### src/rtl/mips_multicycle_ctrl_pkg.sv
// Shared types and the instruction-class decoder for the multi-cycle MIPS controller.
package mips_multicycle_ctrl_pkg;

    typedef enum logic [5:0] {
        OpSpecial = 6'h00,
        OpRegimm  = 6'h01,
        OpJ       = 6'h02,
        OpJal     = 6'h03,
        OpBeq     = 6'h04,
        OpBne     = 6'h05,
        OpBlez    = 6'h06,
        OpBgtz    = 6'h07,
        OpAddiu   = 6'h09,
        OpLb      = 6'h20,
        OpLh      = 6'h21,
        OpLwl     = 6'h22,
        OpLw      = 6'h23,
        OpLbu     = 6'h24,
        OpLhu     = 6'h25,
        OpLwr     = 6'h26,
        OpSb      = 6'h28,
        OpSh      = 6'h29,
        OpSwl     = 6'h2a,
        OpSw      = 6'h2b,
        OpSwr     = 6'h2e
    } opcode_t;

    localparam logic [5:0] FnJr    = 6'h08;
    localparam logic [5:0] FnJalr  = 6'h09;
    localparam logic [5:0] FnMthi  = 6'h11;
    localparam logic [5:0] FnMtlo  = 6'h13;
    localparam logic [5:0] FnMult  = 6'h18;
    localparam logic [5:0] FnMultu = 6'h19;
    localparam logic [5:0] FnDiv   = 6'h1a;
    localparam logic [5:0] FnDivu  = 6'h1b;

    typedef enum logic [2:0] {
        StFetch,
        StExec,
        StMem,
        StMuldiv,
        StHalt
    } ctrl_state_t;

    typedef enum logic [1:0] {
        PcSelNext   = 2'b00,
        PcSelBranch = 2'b01,
        PcSelJump   = 2'b10,
        PcSelReg    = 2'b11
    } pc_sel_t;

    typedef struct packed {
        logic    load;
        logic    store;
        logic    muldiv;
        logic    cond_branch;  // taken only when is_true
        logic    jump;         // always taken
        logic    link;         // writes the return address when taken
        logic    rd_write;     // plain ALU result write
        logic    hilo;         // MTHI/MTLO
        pc_sel_t target;
    } decode_t;

    // Classify the instruction; anything unrecognised behaves as an I-type ALU op.
    function automatic decode_t decode(logic [31:0] ir);
        decode_t d;
        d = '0;
        case (opcode_t'(ir[31:26]))
            OpSpecial: begin
                case (ir[5:0])
                    FnJr: begin
                        d.jump   = 1'b1;
                        d.target = PcSelReg;
                    end
                    FnJalr: begin
                        d.jump   = 1'b1;
                        d.link   = 1'b1;
                        d.target = PcSelReg;
                    end
                    FnMthi, FnMtlo:                   d.hilo   = 1'b1;
                    FnMult, FnMultu, FnDiv, FnDivu:   d.muldiv = 1'b1;
                    default:                          d.rd_write = 1'b1;
                endcase
            end
            OpRegimm: begin
                d.cond_branch = 1'b1;
                d.link        = ir[20];  // BLTZAL/BGEZAL
                d.target      = PcSelBranch;
            end
            OpJ: begin
                d.jump   = 1'b1;
                d.target = PcSelJump;
            end
            OpJal: begin
                d.jump   = 1'b1;
                d.link   = 1'b1;
                d.target = PcSelJump;
            end
            OpBeq, OpBne, OpBlez, OpBgtz: begin
                d.cond_branch = 1'b1;
                d.target      = PcSelBranch;
            end
            OpLb, OpLh, OpLwl, OpLw, OpLbu, OpLhu, OpLwr: d.load  = 1'b1;
            OpSb, OpSh, OpSwl, OpSw, OpSwr:              d.store = 1'b1;
            default:                                     d.rd_write = 1'b1;
        endcase
        return d;
    endfunction

endpackage

### src/rtl/mips_multicycle_ctrl_if.sv
// Control/bus bundle between the controller and the Avalon masters plus datapath.
interface mips_multicycle_ctrl_if;

    logic        clk_enable;
    logic [31:0] instr_readdata;
    logic        waitrequest;
    logic        is_true;
    logic [1:0]  addr_low;
    logic        pc_is_zero;

    logic        active;
    logic        instr_read;
    logic        data_read;
    logic        data_write;
    logic [3:0]  byte_enable;
    logic        reg_write_enable;
    logic        pc_en;
    logic [1:0]  pc_sel;
    logic        muldiv_start;
    logic        hilo_write;

    modport master (
        input  clk_enable, instr_readdata, waitrequest, is_true, addr_low, pc_is_zero,
        output active, instr_read, data_read, data_write, byte_enable, reg_write_enable,
               pc_en, pc_sel, muldiv_start, hilo_write
    );

    modport slave (
        output clk_enable, instr_readdata, waitrequest, is_true, addr_low, pc_is_zero,
        input  active, instr_read, data_read, data_write, byte_enable, reg_write_enable,
               pc_en, pc_sel, muldiv_start, hilo_write
    );

endinterface

### src/rtl/mips_multicycle_ctrl_byte_enable_gen.sv
// Data lane enables and misalignment flag from the load/store opcode and address low bits.
module mips_byte_enable_gen
    import mips_multicycle_ctrl_pkg::*;
(
    input  logic [5:0] opcode_i,
    input  logic [1:0] addr_low_i,
    output logic [3:0] byte_enable_o,
    output logic       misalign_o
);

    // Lane select per access size; LWL/LWR/SWL/SWR never fault.
    always_comb begin
        byte_enable_o = 4'b0000;
        misalign_o    = 1'b0;
        case (opcode_t'(opcode_i))
            OpLw, OpSw: begin
                byte_enable_o = 4'b1111;
                misalign_o    = (addr_low_i != 2'b00);
            end
            OpLwl, OpLwr, OpSwl, OpSwr: byte_enable_o = 4'b1111;
            OpLh, OpLhu, OpSh: begin
                byte_enable_o = addr_low_i[1] ? 4'b1100 : 4'b0011;
                misalign_o    = addr_low_i[0];
            end
            OpLb, OpLbu, OpSb: byte_enable_o = 4'b0001 << addr_low_i;
            default: ;
        endcase
    end

endmodule

### src/rtl/mips_multicycle_ctrl.sv
// Multi-cycle MIPS control FSM: fetch/exec/mem/muldiv sequencing with Avalon stalls,
// branch delay slot tracking and halt on jump-to-zero.
module mips_multicycle_ctrl
    import mips_multicycle_ctrl_pkg::*;
#(
    parameter int unsigned MULDIV_CYCLES = 32,
    parameter bit          DELAY_SLOT    = 1'b1
) (
    input  logic                   clk,
    input  logic                   reset,
    mips_multicycle_ctrl_if.master bus
);

    localparam int unsigned CntW = $clog2(MULDIV_CYCLES + 1);

    ctrl_state_t     state_q, state_d;
    logic [31:0]     ir_q, ir_d;
    logic [CntW-1:0] count_q, count_d;
    logic            pend_q, pend_d;
    pc_sel_t         pend_sel_q, pend_sel_d;
    logic            pend_halt_q, pend_halt_d;

    decode_t         dec;
    logic [3:0]      be;
    logic            misalign;
    logic            retire;
    logic            taken;

    logic            instr_read, data_read, data_write;
    logic [3:0]      byte_enable;
    logic            reg_write_enable, pc_en, muldiv_start, hilo_write;
    pc_sel_t         pc_sel;

    assign dec = decode(ir_q);

    mips_byte_enable_gen u_be_gen (
        .opcode_i      (ir_q[31:26]),
        .addr_low_i    (bus.addr_low),
        .byte_enable_o (be),
        .misalign_o    (misalign)
    );

    // State, IR, muldiv counter and pending-redirect registers; frozen while clk_enable is low.
    always_ff @(posedge clk or negedge reset) begin
        if (!reset) begin
            state_q     <= StFetch;
            ir_q        <= '0;
            count_q     <= '0;
            pend_q      <= 1'b0;
            pend_sel_q  <= PcSelNext;
            pend_halt_q <= 1'b0;
        end else if (bus.clk_enable) begin
            state_q     <= state_d;
            ir_q        <= ir_d;
            count_q     <= count_d;
            pend_q      <= pend_d;
            pend_sel_q  <= pend_sel_d;
            pend_halt_q <= pend_halt_d;
        end
    end

    // Next state and strobes; every instruction funnels through one retire point.
    always_comb begin
        state_d          = state_q;
        ir_d             = ir_q;
        count_d          = count_q;
        pend_d           = pend_q;
        pend_sel_d       = pend_sel_q;
        pend_halt_d      = pend_halt_q;
        instr_read       = 1'b0;
        data_read        = 1'b0;
        data_write       = 1'b0;
        byte_enable      = 4'b0000;
        reg_write_enable = 1'b0;
        pc_en            = 1'b0;
        pc_sel           = PcSelNext;
        muldiv_start     = 1'b0;
        hilo_write       = 1'b0;
        retire           = 1'b0;
        taken            = (state_q == StExec) &&
                           (dec.jump || (dec.cond_branch && bus.is_true));

        unique case (state_q)
            StFetch: begin
                instr_read = 1'b1;
                if (!bus.waitrequest) begin
                    ir_d    = bus.instr_readdata;
                    state_d = StExec;
                end
            end
            StExec: begin
                if (dec.load || dec.store) begin
                    state_d = StMem;
                end else if (dec.muldiv) begin
                    muldiv_start = 1'b1;
                    count_d      = CntW'(MULDIV_CYCLES - 1);
                    state_d      = StMuldiv;
                end else begin
                    retire           = 1'b1;
                    reg_write_enable = dec.rd_write | (dec.link & taken);
                    hilo_write       = dec.hilo;
                end
            end
            StMem: begin
                // A misaligned access never reaches the bus and retires as a no-op.
                if (misalign) begin
                    retire = 1'b1;
                end else begin
                    data_read   = dec.load;
                    data_write  = dec.store;
                    byte_enable = be;
                    if (!bus.waitrequest) begin
                        retire           = 1'b1;
                        reg_write_enable = dec.load;
                    end
                end
            end
            StMuldiv: begin
                if (count_q == '0) begin
                    retire     = 1'b1;
                    hilo_write = 1'b1;
                end else begin
                    count_d = count_q - CntW'(1);
                end
            end
            StHalt: ;
            default: state_d = StFetch;
        endcase

        if (retire) begin
            pc_en   = 1'b1;
            state_d = StFetch;
            // This instruction is the delay slot of an earlier taken branch.
            if (pend_q) begin
                pc_sel = pend_sel_q;
                pend_d = 1'b0;
                if (pend_halt_q) begin
                    state_d = StHalt;
                end
            end
            if (taken) begin
                if (DELAY_SLOT) begin
                    pend_d      = 1'b1;
                    pend_sel_d  = dec.target;
                    pend_halt_d = bus.pc_is_zero;
                end else begin
                    pc_sel = dec.target;
                    if (bus.pc_is_zero) begin
                        state_d = StHalt;
                    end
                end
            end
        end

        // Strobes drop the moment reset asserts, abandoning any in-flight transfer.
        if (!reset) begin
            instr_read       = 1'b0;
            data_read        = 1'b0;
            data_write       = 1'b0;
            byte_enable      = 4'b0000;
            reg_write_enable = 1'b0;
            pc_en            = 1'b0;
            pc_sel           = PcSelNext;
            muldiv_start     = 1'b0;
            hilo_write       = 1'b0;
        end
    end

    assign bus.active           = (state_q != StHalt);
    assign bus.instr_read       = instr_read;
    assign bus.data_read        = data_read;
    assign bus.data_write       = data_write;
    assign bus.byte_enable      = byte_enable;
    assign bus.reg_write_enable = reg_write_enable;
    assign bus.pc_en            = pc_en;
    assign bus.pc_sel           = pc_sel;
    assign bus.muldiv_start     = muldiv_start;
    assign bus.hilo_write       = hilo_write;

endmodule

### src/flat_wrapper.sv
// flat-port wrapper written by rule: the top's interface ports become plain ports
module mips_multicycle_ctrl_flat import mips_multicycle_ctrl_pkg::*;
#(
    parameter int unsigned MULDIV_CYCLES = 32,
    parameter bit          DELAY_SLOT    = 1'b1
)
  (clk, reset, bus_clk_enable, bus_instr_readdata, bus_waitrequest, bus_is_true, bus_addr_low, bus_pc_is_zero, bus_active, bus_instr_read, bus_data_read, bus_data_write, bus_byte_enable, bus_reg_write_enable, bus_pc_en, bus_pc_sel, bus_muldiv_start, bus_hilo_write);
  mips_multicycle_ctrl_if bus_i ();
  input  logic clk;
  input  logic reset;
  input wire logic [$bits(bus_i.clk_enable)-1:0] bus_clk_enable;
  input wire logic [$bits(bus_i.instr_readdata)-1:0] bus_instr_readdata;
  input wire logic [$bits(bus_i.waitrequest)-1:0] bus_waitrequest;
  input wire logic [$bits(bus_i.is_true)-1:0] bus_is_true;
  input wire logic [$bits(bus_i.addr_low)-1:0] bus_addr_low;
  input wire logic [$bits(bus_i.pc_is_zero)-1:0] bus_pc_is_zero;
  output wire logic [$bits(bus_i.active)-1:0] bus_active;
  output wire logic [$bits(bus_i.instr_read)-1:0] bus_instr_read;
  output wire logic [$bits(bus_i.data_read)-1:0] bus_data_read;
  output wire logic [$bits(bus_i.data_write)-1:0] bus_data_write;
  output wire logic [$bits(bus_i.byte_enable)-1:0] bus_byte_enable;
  output wire logic [$bits(bus_i.reg_write_enable)-1:0] bus_reg_write_enable;
  output wire logic [$bits(bus_i.pc_en)-1:0] bus_pc_en;
  output wire logic [$bits(bus_i.pc_sel)-1:0] bus_pc_sel;
  output wire logic [$bits(bus_i.muldiv_start)-1:0] bus_muldiv_start;
  output wire logic [$bits(bus_i.hilo_write)-1:0] bus_hilo_write;
  assign bus_i.clk_enable = bus_clk_enable;
  assign bus_i.instr_readdata = bus_instr_readdata;
  assign bus_i.waitrequest = bus_waitrequest;
  assign bus_i.is_true = bus_is_true;
  assign bus_i.addr_low = bus_addr_low;
  assign bus_i.pc_is_zero = bus_pc_is_zero;
  assign bus_active = bus_i.active;
  assign bus_instr_read = bus_i.instr_read;
  assign bus_data_read = bus_i.data_read;
  assign bus_data_write = bus_i.data_write;
  assign bus_byte_enable = bus_i.byte_enable;
  assign bus_reg_write_enable = bus_i.reg_write_enable;
  assign bus_pc_en = bus_i.pc_en;
  assign bus_pc_sel = bus_i.pc_sel;
  assign bus_muldiv_start = bus_i.muldiv_start;
  assign bus_hilo_write = bus_i.hilo_write;
  mips_multicycle_ctrl #(.MULDIV_CYCLES(MULDIV_CYCLES), .DELAY_SLOT(DELAY_SLOT)) u_core (.clk(clk), .reset(reset), .bus(bus_i));
endmodule
### config.mk
export PLATFORM = sky130hd
export DESIGN_NAME = mips_multicycle_ctrl_flat
export DESIGN_NICKNAME = d
export VERILOG_FILES = /design/src/rtl/mips_multicycle_ctrl_pkg.sv /design/src/rtl/mips_multicycle_ctrl_if.sv /design/src/rtl/mips_multicycle_ctrl_byte_enable_gen.sv /design/src/rtl/mips_multicycle_ctrl.sv /design/src/flat_wrapper.sv
export SDC_FILE = /design/constraint.sdc
export NUM_CORES = 1
export LEC_CHECK = 0
export ABC_AREA = 1
export BUFFER_PORTS_ARGS = -buffer_cell sky130_fd_sc_hd__buf_2
export CAP_MARGIN = 20
export CORE_ASPECT_RATIO = 1.5
export CORE_MARGIN = 3
export CORE_UTILIZATION = 55
export CTS_CLUSTER_SIZE = 24
export DETAILED_ROUTE_END_ITERATION = 10
export HOLD_SLACK_MARGIN = 0.08
export PLACE_DENSITY = 0.85
export SYNTH_ARGS = -nofsm -noshare
export SYNTH_HDL_FRONTEND = slang
export SYNTH_SLANG_ARGS = --single-unit
### constraint.sdc
create_clock -name clk -period 4.6 [get_ports clk]
set_input_delay 0.23 -clock clk [delete_from_list [all_inputs] [get_ports clk]]
set_output_delay 0.23 -clock clk [all_outputs]
set_load 0.01 [all_outputs]
== Word-level counts from Yosys, hierarchy flattened ==
Cells that the tools add are included.
W data, S select, Z words.

* Add/subtract/negate cells: 1
* Equality and inequality tests: 38
* Shift-type cells: 1
* Multiplexer cells: 66
* Bitwise gates (word level): 3
* Reductions and logical operators: 28

{| class="wikitable"
|+ Operators with widths
! operator !! count
|-
| $eq A6 B6 Y1 const B || 12
|-
| $mux W1 || 38
|-
| $eq A6 B5 Y1 const B || 6
|-
| $eq A6 B3 Y1 const B || 4
|-
| $reduce_or A19 Y1 || 1
|-
| $mux W3 || 6
|-
| $mux W6 || 3
|-
| $mux W4 || 4
|-
| $eq A6 B2 Y1 const B || 2
|-
| $eq A6 B4 Y1 const B || 2
|-
| $logic_not A6 Y1 || 2
|-
| $pmux W4 S3 || 1
|-
| $pmux W6 S2 || 1
|-
| $pmux W1 S2 || 5
|-
| $reduce_or A5 Y1 || 2
|-
| $pmux W3 S3 || 1
|-
| $reduce_or A3 Y1 || 3
|-
| $mux W2 || 4
|-
| $reduce_or A2 Y1 || 4
|-
| $reduce_or A8 Y1 || 1
|-
| $reduce_or A7 Y1 || 1
|-
| $eq A3 B2 Y1 const B || 2
|-
| $eq A6 B1 Y1 const B || 1
|-
| $pmux W1 S3 || 2
|-
| 23 further kinds || 29
|}

* Bits in registers: 45
* Output and inout bits: 14

== Depth between registers and ports, before layout ==
* Word-level depth: 12
* Mapped depth: 11
* Depth with buffers taken out: 10

== Hierarchy ==
From an unflattened synthesis, not the netlist that was laid out.

* Cells, all modules: 261
* Area, all modules: 1831.8 µm²

{| class="wikitable"
|+ By module, submodules not included
! module !! times used !! cells an instance !! area each (µm²)
|-
| mips_multicycle_ctrl || 1 || 226 || 1661.6
|-
| mips_byte_enable_gen || 1 || 35 || 170.2
|}

== Least setup slack after synthesis ==
No wires, ideal clock.

* Path kind: register -> output
* Start point: reg u_core.ir_q[27]
* End point: out bus_pc_sel[0]
* Arrival time: 1.353 ns
* Slack: 3.017 ns
* Stages on the path, launching flop included: 11
* Cell sequence: dfrtp_1 -> buf_4 -> inv_2 -> nor2_1 -> nand3_1 -> nand2_1 -> nor2_1 -> nand3_2 -> nand3_2 -> nand3_1 -> nor2_1

* Word-level cells in the longest chain between the ends: 8

{| class="wikitable"
|+ RTL lines
! element !! line !! source
|-
| start, declared || mips_multicycle_ctrl.sv:17 || <nowiki>logic [31:0] ir_q, ir_d;</nowiki>
|-
| start signal, assigned || mips_multicycle_ctrl.sv:54 || <nowiki>ir_q <= ir_d;</nowiki>
|-
| $eq A6 B6 Y1 (on tied branches) || mips_multicycle_ctrl_pkg.sv:68, mips_multicycle_ctrl_byte_enable_gen.sv:15 ||
|-
| $reduce_or A7 Y1 / $reduce_or A5 Y1 (equally long branches) || - ||
|-
| $mux W1 || mips_multicycle_ctrl_pkg.sv:68 || <nowiki>case (opcode_t'(ir[31:26]))</nowiki>
|-
| $logic_or A1 B1 Y1 || mips_multicycle_ctrl.sv:92 || <nowiki>if (dec.load || dec.store) begin</nowiki>
|-
| $mux W1 || mips_multicycle_ctrl.sv:92 ||
|-
| $pmux W1 S3 (*) || mips_multicycle_ctrl.sv:83 || <nowiki>unique case (state_q)</nowiki>
|-
| $mux W2 (*) || mips_multicycle_ctrl.sv:130 || <nowiki>if (retire) begin</nowiki>
|-
| $mux W2 (*) || mips_multicycle_ctrl.sv:156 || <nowiki>if (!reset) begin</nowiki>
|-
| end, declared || flat_wrapper.sv:24 || <nowiki>output wire logic [$bits(bus_i.pc_sel)-1:0] bus_pc_sel;</nowiki>
|}

Every way passes the cells marked *; elsewhere a longest branch is shown, timed or not.

== Worst setup path after layout ==
* Start point: in reset
* End point: out bus_byte_enable[1]

* Word-level cells in the longest chain between the ends: 1

{| class="wikitable"
|+ RTL lines
! element !! line !! source
|-
| start, declared || flat_wrapper.sv:10 || <nowiki>input logic reset;</nowiki>
|-
| $mux W4 || mips_multicycle_ctrl.sv:156 ||
|-
| end, declared || flat_wrapper.sv:21 || <nowiki>output wire logic [$bits(bus_i.byte_enable)-1:0] bus_byte_enable;</nowiki>
|}

Every way passes these cells.

==> results.md <==
- Num rows: 24
- VDD IR-drop max: 0.302 mV
- Multiplexer area fraction after synthesis: 0.0323
- Routed Antenna Nets: 0
- GR Layer Usage met3: 0.0376
- Met1 Use GR: 0.226
- Routed WL per cell: 11.1 µm
- TritonCTS buffer count: 3
- DP Worst Slack: 2.75 ns
- CTS clk-pin slew, worst paths: 0.08 ns
- Combinational power share: 0.479
- Post-Syn Area: 1740 µm²
- CP Launch Type: input port
- Sw Ratio: 0.450
- Fin Clk Skew: 0.00219 ns
- Root buffer cell: clkbuf_8
- Fin crit period: 2.17 ns
- Worst Path Buf+Inv: 3
- Clock Latency Late Sink: 0.26 ns
- Worst Max-Slew Pin Slew: 0.743 ns
- CP peak stage delay: 0.53 ns
- R2r worst-path depth: 3
- Clock Sinks: 26
- Antenna violations before repair: 0
- Simple-gate area share of the yosys netlist: 0.387
- Core Region: 2970 µm²
- Commonest cells after routing, fill and taps aside: nand2_1 (46), nor2_1 (41), buf_2 (34)
- Final WL: 3.55 mm
- Mean Syn Cell Area: 7.05 µm²
- Ratio of cells with drive above 1 in the final layout: 0.236
- First-pass GRT wire length: 6.15 mm
- Deepest clock path buffer count: 2
- # DRC: 0
- Reg2reg setup slack: 2.77 ns
- Setup TNS: 0 ns
- CTS H-tree lvls: 1
- Storage element area: 651 µm²
- Total GRT Usage: 0.206
- Synth Flop Type: dfrtp_1
- Final HPWL DP: 2.82 mm
- Final Max Slew Viols: 0
- Initial Util: 0.586
- Hold path cells: 2
- GRT busiest layer: met2
- 1st-iter DRT viols: 85
- Internal Pwr Total: 573 µW
- Compound-Gate Fraction of Synth Area: 0.0991
- Sequential power share: 0.401
- RSZ-0062 raised after global routing: false
- Fmax: 462 MHz
- Die ar.: 3890 µm²
- Adder-cell share of the synthesized area: 0.00718
- Clock power share: 0.120
- Vias in the first global route: 1529
- Die width: 51.9 µm
- Yosys warns: 0
- Ports: 54
- P_sw: 468 µW
- Synth Instances: 247
- Setup-failing EPs final: 0
- Status: finished clean
- Area of the multi-input gates: 942 µm²
- CP required: 4.37 ns
- RD Place Congestion: 0.901
- Nets: 323
- CTS tree: built
- Number of diodes: 0
- Asr flop ratio synth: 1.00
- Largest delay contributor family on the critical path: buffers and inverters
- Largest family of logic cells by synthesized area: simple AND/OR/NAND/NOR gates
- R2R Path End: u_core.ir_q[20]
- Reg2reg start: u_core.state_q[2]
- Critical path's most frequent cell: buf_2
- XOR/XNOR share of the synthesized area: 0.0151
- Crit. End Element: primary output
- Die Y: 74.9 µm
- Hold slack: 0.191 ns
- Worst EP arrival: 1.94 ns
- Largest net degree at the start of global routing: 31
- Pwr/cell area: 526 nW/µm²
- Vias/cell: 5.26
- Worst setup margin: 2.43 ns
- Yosys cell types: 30
- Hold Startpoint: bus_instr_readdata[0]
- Final period util: 0.471
- CP cell instances: dlygate4sd3_1 -> buf_2 -> nand2_2 -> or2_4 -> nor2_2 -> buf_2
- FF+latch count, synth: 26
- GRT overflow: 0
- Power Total: 1040 µW
- Crit-path max FO: 30
- Routed vias: 1679
- Post-Syn Nets: 288
- Final hold vios: 0
- Hold Path Sink: u_core.ir_q[0]
- Lkg Pwr: 0.00107 µW
- Max Cap Violations: 0
- Commonest non-fill, non-tap cell in the layout: nand2_1
- Port bufs: 34
- Hold Crit Class: in -> reg
- Worst rel slew slack: 0.503
- Area grow syn2layout: 13.6%
- Sequential share of the synthesized area: 0.374
- Post-synth EDFFs: 0
- Drt pass-1 iters: 4
- Setup CP Type: in -> out
- Fill count: 269
- Core Util, Final: 0.666
- Critical path's slowest cell: buf_2
- Met2 track demand over resource: 0.386
## cell type report
| class | instances | share of cell area |
|---|---|---|
| clock buffers | 3 | 0.0209 |
| inverters | 31 | 0.0588 |
| multi-input cells | 185 | 0.476 |
| flip-flops and latches | 26 | 0.329 |
| well taps | 39 | 0.0247 |
| repair buffers | 35 | 0.0910 |
## how the worst max path moves through the flow
stage                      startpoint  slack (ns)                 end  cells after the start
floorplan             u_core.ir_q[27]        3.02       bus_pc_sel[0]                     10
global placement    u_core.state_q[0]        2.76      u_core.ir_q[4]                      3
detailed placement    u_core.ir_q[27]        2.75       bus_pc_sel[1]                     10
CTS                             reset        2.38  bus_byte_enable[1]                      6
global route                    reset        2.29  bus_byte_enable[1]                      6
finish                          reset        2.43  bus_byte_enable[1]                      6
## through the flow
stage | std cells | cell area, µm²
after floorplan | 247 | 1740
after global placement | 315 | 1930
after detailed placement | 315 | 1930
after CTS | 319 | 1980
after global routing | 319 | 1980
final | 319 | 1980
## state kept, by name, summed over array words and instances, names as in the netlist
name / count
u_core.count_q: 6
u_core.ir_q: 13
u_core.pend_halt_q: 1
u_core.pend_q: 1
u_core.pend_sel_q: 2
u_core.state_q: 3
## synth_stat cells, drive strengths merged (2+ instances only)
library cell	count	area, µm²
mux2	5	56.3
dfrtp	26	651
a21oi	14	70.1
nand2	49	191
inv	31	116
xor2	3	26.3
or2	2	15.0
buf	4	28.8
nor3	2	10.0
o21ai	13	65.1
nor2	52	233
nand3	28	150
a31oi	2	12.5
nand4	10	68.8
## power by group through the flow
stage	Combinational, µW	Sequential, µW	Clock, µW
2_1_floorplan	432	386	0
3_3_place_gp	490	417	0
3_5_place_dp	500	422	0
4_1_cts	502	417	129
5_1_grt	579	434	135
6_report	498	418	125
## timing repair
action                                 4_1_cts  5_1_grt
buffers inserted                             0        0
hold buffers                                 1        0
endpoints found under the hold margin       26        0
gates resized for setup                      0        0
## layer usage
metal	wire, µm	vias up	part of all wire
met4	63	0	0.018
met3	198	9	0.056
met5	0	-	0
li1	-	873	-
met2	1900	47	0.53
met1	1390	750	0.39
## cells by family after synthesis
logic type / Yosys count
adder cells (fa/ha/maj): 1
AND/OR/NAND/NOR: 144
multiplexers: 5
AO/OA/AOI/OAI: 32
buffers and inverters: 36
XOR/XNOR: 3
flip-flops: 26
(Power assumes the default switching activity.)
